==> src/rtl/dlatch_bank.sv <==
// CHANNELS x WIDTH flop-based hold registers with per-channel enable glitch filter, level/pulse capture, global freeze.
// Latency: capture lands in q on the (FILTER+1)th consecutive en-high edge; updated strobes the cycle after a changed capture.
// No backpressure: lock freezes every channel. Optional par output is built only when DLATCH_BANK_PARITY_EN is defined.
module dlatch_bank #(
    parameter int               WIDTH     = 8,
    parameter int               CHANNELS  = 4,
    parameter int               FILTER    = 2,
    parameter logic [WIDTH-1:0] RESET_VAL = '0
) (
    input  logic                      clk,
    input  logic                      rstn,
    input  logic [CHANNELS*WIDTH-1:0] d,
    input  logic [CHANNELS-1:0]       en,
    input  logic                      mode,
    input  logic                      lock,
    output logic [CHANNELS*WIDTH-1:0] q,
    output logic [CHANNELS-1:0]       updated
`ifdef DLATCH_BANK_PARITY_EN
    ,
    output logic [CHANNELS-1:0]       par
`endif
);

    localparam int            CW   = $clog2(FILTER + 1) + 1;
    localparam logic [CW-1:0] FILT = CW'(FILTER);

    typedef enum logic [1:0] {IDLE, ARM, OPEN, HELD} state_t;

    for (genvar i = 0; i < CHANNELS; i++) begin : g_ch
        state_t           st, st_nxt;
        logic [CW-1:0]    cnt, cnt_nxt;
        logic             cap;
        logic             upd_r;
        logic [WIDTH-1:0] d_ch, q_r;

        assign d_ch                  = d[i*WIDTH +: WIDTH];
        assign q[i*WIDTH +: WIDTH]   = q_r;
        assign updated[i]            = upd_r;

        always_comb begin
            st_nxt  = st;
            cnt_nxt = cnt;
            cap     = 1'b0;
            unique case (st)
                IDLE: begin
                    if (en[i]) begin
                        if (FILTER == 0) begin
                            cap    = 1'b1;
                            st_nxt = mode ? HELD : OPEN;
                        end else begin
                            st_nxt  = ARM;
                            cnt_nxt = CW'(1);
                        end
                    end
                end
                ARM: begin
                    if (!en[i]) begin
                        st_nxt  = IDLE;
                        cnt_nxt = '0;
                    end else if (cnt == FILT) begin
                        cap    = 1'b1;
                        st_nxt = mode ? HELD : OPEN;
                    end else begin
                        cnt_nxt = cnt + 1'b1;
                    end
                end
                OPEN: begin
                    if (!en[i]) begin
                        st_nxt  = IDLE;
                        cnt_nxt = '0;
                    end else if (mode) begin
                        st_nxt = HELD;
                    end else begin
                        cap = 1'b1;
                    end
                end
                HELD: begin
                    // Switching back to level mode reopens without capturing on this edge.
                    if (!en[i]) begin
                        st_nxt  = IDLE;
                        cnt_nxt = '0;
                    end else if (!mode) begin
                        st_nxt = OPEN;
                    end
                end
                default: begin
                    st_nxt  = IDLE;
                    cnt_nxt = '0;
                end
            endcase
        end

        always_ff @(posedge clk) begin
            if (!rstn) begin
                st    <= IDLE;
                cnt   <= '0;
                q_r   <= RESET_VAL;
                upd_r <= 1'b0;
            end else if (lock) begin
                upd_r <= 1'b0;
            end else begin
                st    <= st_nxt;
                cnt   <= cnt_nxt;
                upd_r <= cap && (d_ch != q_r);
                if (cap) begin
                    q_r <= d_ch;
                end
            end
        end

`ifdef DLATCH_BANK_PARITY_EN
        logic par_r;
        assign par[i] = par_r;

        always_ff @(posedge clk) begin
            if (!rstn) begin
                par_r <= ^RESET_VAL;
            end else if (!lock && cap) begin
                par_r <= ^d_ch;
            end
        end
`endif
    end

endmodule

==> config.mk <==
export PLATFORM = sky130hd
export DESIGN_NAME = dlatch_bank
export DESIGN_NICKNAME = d
export VERILOG_FILES = /design/src/rtl/dlatch_bank.sv
export SDC_FILE = /design/constraint.sdc
export NUM_CORES = 1
export LEC_CHECK = 0
export ABC_AREA = 1
export BUFFER_PORTS_ARGS = -buffer_cell sky130_fd_sc_hd__clkbuf_2
export CAP_MARGIN = 20
export CORE_MARGIN = 2
export CORE_UTILIZATION = 55
export CTS_BUF_LIST = sky130_fd_sc_hd__clkbuf_4
export DETAILED_ROUTE_END_ITERATION = 10
export PLACE_DENSITY = 0.8
export SYNTH_ARGS = -nofsm -noshare
export SYNTH_HDL_FRONTEND = slang
export SYNTH_SLANG_ARGS = --single-unit
export TNS_END_PERCENT = 20
==> constraint.sdc <==
create_clock -name clk -period 1.85 [get_ports clk]
set_input_delay 0.0925 -clock clk [delete_from_list [all_inputs] [get_ports clk]]
set_output_delay 0.0925 -clock clk [all_outputs]
set_load 0.01 [all_outputs]
==> flow_metrics.env <==
export IMPL_status="completed"
export IMPL_wire_per_inst_um=11.4
export IMPL_clk_pin_slew_ns=0.16
export IMPL_p_total_mw=2.62
export IMPL_initial_core_util=0.565
export IMPL_fin_nets=715
export IMPL_h_tree_depth=2
export IMPL_drt_pass1_iterations=4
export IMPL_reg2reg_depth=9
export IMPL_synthToLayoutAreaGrowth_pct=14.5
export IMPL_pwr_share_clk=0.262
export IMPL_crit_family="simple AND/OR/NAND/NOR gates"
export IMPL_hold_viol_final=0
export IMPL_worstPathRequired_ns=2.19
export IMPL_p_sw_frac=0.319
export IMPL_grt_use_total=0.222
export IMPL_synth_top_cell_by_area="dfxtp_1"
export IMPL_fmax_ghz=0.600
export IMPL_vias=3671
export IMPL_numCtsBuffers=5
export IMPL_rows=30
export IMPL_synth_distinct_cells=30
export IMPL_wirelength_um=8280
export IMPL_ir_drop_v=0.000339
export IMPL_crit_top_cell="inv_1"
export IMPL_reg2reg_slack_ns=0.18
export IMPL_synth_top_cell_area_share=0.295
export IMPL_dieArea_um2=7580
export IMPL_antenna_found_initial=0
export IMPL_synth_net_count=640
export IMPL_p_per_area_nw_per_um2=602
export IMPL_clk_latency_ns=0.38
export IMPL_p_sw_mw=0.835
export IMPL_crit_path_top_delay_cell="dfxtp_1"
export IMPL_cts_resized=0
export IMPL_drive_gt1_frac=0.177
export IMPL_async_flop_share=0
export IMPL_yosys_most_used_dff="dfxtp_1"
export IMPL_portBuffers=75
export IMPL_min_delay_start="d[18]"
export IMPL_die_y_um=87.1
export IMPL_critPathLaunchType="register"
export IMPL_holdPathEnd="g_ch[2].q_r[2]"
export IMPL_criticalPathCategory="register to register"
export IMPL_synth_top_family_by_area="simple AND/OR/NAND/NOR gates"
export IMPL_cts_tree="done"
export IMPL_rsz0062_at_grt="no"
export IMPL_setup_violations=0
export IMPL_combPwrFrac=0.247
export IMPL_power_internal_mw=1.78
export IMPL_whs_ns=0.0154
export IMPL_yosys_top_cells_area="dfxtp_1, nand2_1, ha_1"
export IMPL_antenna_cells=0
export IMPL_timing_final_crit_share=0.901
export IMPL_cp_slowest_stage_delay_ns=0.40
export IMPL_p_seq_frac=0.492
export IMPL_cts_max_path_buffers=2
export IMPL_cp_arrival_ns=2.00
export IMPL_skew_ns=0.0107
export IMPL_syn_inst=572
export IMPL_whs_path_depth=5
export IMPL_leakage_nw=2.27
export IMPL_rr_startpoint="g_ch[2].st[0]"
export IMPL_syn_avg_cell_area_um2=6.63
export IMPL_grt_pass1_vias=3368
export IMPL_critPathBufInv=3
export IMPL_worst_path_max_fanout=9
export IMPL_gp_congestion=0.893
export IMPL_yosys_area_share_simple=0.364
export IMPL_mostFrequentLayoutCells="nand2_1, clkbuf_2, nor2_1, inv_1, dfxtp_1"
export IMPL_initialDrtViolationCount=127
export IMPL_synth_adder_area_share=0.0923
export IMPL_synth_compound_area_frac=0.0828
export IMPL_grt_pass1_wl_um=13800
export IMPL_drv_cap=0
export IMPL_grt_max_degree=38
export IMPL_core_area_um2=6720
export IMPL_die_w_um=87.1
export IMPL_path_cells="inv_1 -> ha_1 -> inv_1 -> nand2_2 -> o21ai_4 -> nand3_2 -> nand2_1 -> nand2_1 -> inv_1"
export IMPL_slew_headroom=0.712
export IMPL_maxSlewViolCount=0
export IMPL_synth_seq_area_share=0.295
export IMPL_clock_sinks=56
export IMPL_final_common_cell="nand2_1"
export IMPL_io_pins=76
export IMPL_vias_per_cell=5.04
export IMPL_grt_overflow=0
export IMPL_final_core_util=0.647
export IMPL_timing_rr_end="g_ch[2].q_r[0]"
export IMPL_fin_crit_ns=1.67
export IMPL_tightest_slew_ns=0.430
export IMPL_dp_hpwl_um=6080
export IMPL_synth_edf_count=0
export IMPL_synth_area_um2=3790
export IMPL_yosysWarnings=0
export IMPL_synth_seq_cells=56
export IMPL_hold_class="input port to register"
export IMPL_yosys_mux_area_fraction=0
export IMPL_postRouteAntennaNets=0
export IMPL_tns_ns=0
export IMPL_critPathCaptureType="register"
export IMPL_synth_xor_area_share=0.0554
export IMPL_drc_errors=0
export IMPL_root_buffer="clkbuf_4"
==> cell type report <==
cell class	count	area (µm²)
clock buffer	6	45.0
tap	80	100
timing repair buffer	87	498
clock inverter	2	35.0
multi-input combinational	421	2260
fill	617	2370
sequential	56	1120
inverter	76	290
==> synth_stat cells, types with 2 or more instances <==
library cell and number:
nand3_1 38, nand2_2 2, buf_6 2, o21ai_0 7, inv_2 6, xor2_1 24
nor2_1 73, nor3_1 5, buf_4 10, buf_2 2, dfxtp_1 56, a31oi_1 2
a21oi_2 2, buf_1 3, nor2_2 5, inv_1 68, a21oi_4 2, a21oi_1 32
clkbuf_1 2, nand4_1 8, nand3b_1 12, o21ai_4 3, inv_4 2, ha_1 28
nand3_2 5, nand2_1 169
==> cells by family (layout without fill, tap and decap cells) <==
kind of cell / count (synthesis) / in the layout
buf+inv: 95 / 171
simple gates: 320 / 320
compound gates: 49 / 49
flops: 56 / 56
xor+xnor: 24 / 24
fa+ha+maj: 28 / 28
==> worst max path at each step <==
stage / start / end / slack (ns) / cells after the start
floorplan: g_ch[3].st[0] / g_ch[3].q_r[7] / 0.44 / 9
global placement: g_ch[2].st[0] / g_ch[2].q_r[1] / 0.25 / 9
detailed placement: g_ch[1].st[0] / g_ch[1].q_r[7] / 0.18 / 8
CTS: g_ch[1].st[0] / g_ch[1].q_r[7] / 0.15 / 8
global route: g_ch[1].st[0] / g_ch[1].q_r[0] / 0.04 / 8
finish: g_ch[2].st[0] / g_ch[2].q_r[0] / 0.18 / 9
==> flip-flops by register name (all words and copies together), names as in the netlist <==
name,cells
g_ch.cnt,12
g_ch.q_r,32
g_ch.st,8
g_ch.upd_r,4
==> metal layers <==
layer  track usage  wire length (µm)  vias to the layer above
li1              -                 -                     1925
met3        0.0360               396                       13
met1         0.266              3650                     1633
met4        0.0625               108                        0
met2         0.406              4130                      100
met5             0                 0                        -
==> timing repair <==
| item | CTS | global route |
|---|---|---|
| setup buffers | 0 | 1 |
| setup endpoints to repair | 0 | 2 |
| hold buffers | 8 | 0 |
| endpoints found under the hold margin | 8 | 0 |
==> worst register-to-register path: stages, from the launching register on <==
cell,delay [ns]
dfxtp_1,0.40
inv_1,0.09
ha_1,0.26
inv_1,0.09
nand2_2,0.06
o21ai_4,0.26
nand3_2,0.24
nand2_1,0.12
nand2_1,0.06
inv_1,0.05
==> per-stage QoR <==
| step | setup WS, ns | cells | cell area, µm² |
|---|---|---|---|
| after floorplan | 0.436 | 572 | 3790 |
| after global routing | 0.0394 | 728 | 4350 |
| final | 0.184 | 728 | 4350 |
| after CTS | 0.151 | 727 | 4330 |
| after global placement | 0.247 | 711 | 4170 |
| after detailed placement | 0.175 | 711 | 4170 |
==> power by group through the flow <==
stage	Combinational, mW	Sequential [mW]	Clock, mW
after floorplan	0.470	1.31	0
after global placement	0.608	1.31	0
after detailed placement	0.624	1.31	0
after CTS	0.643	1.29	0.704
after global routing	0.734	1.29	0.744
final	0.646	1.29	0.685
No activity file was read; power rests on OpenSTA's default activity.
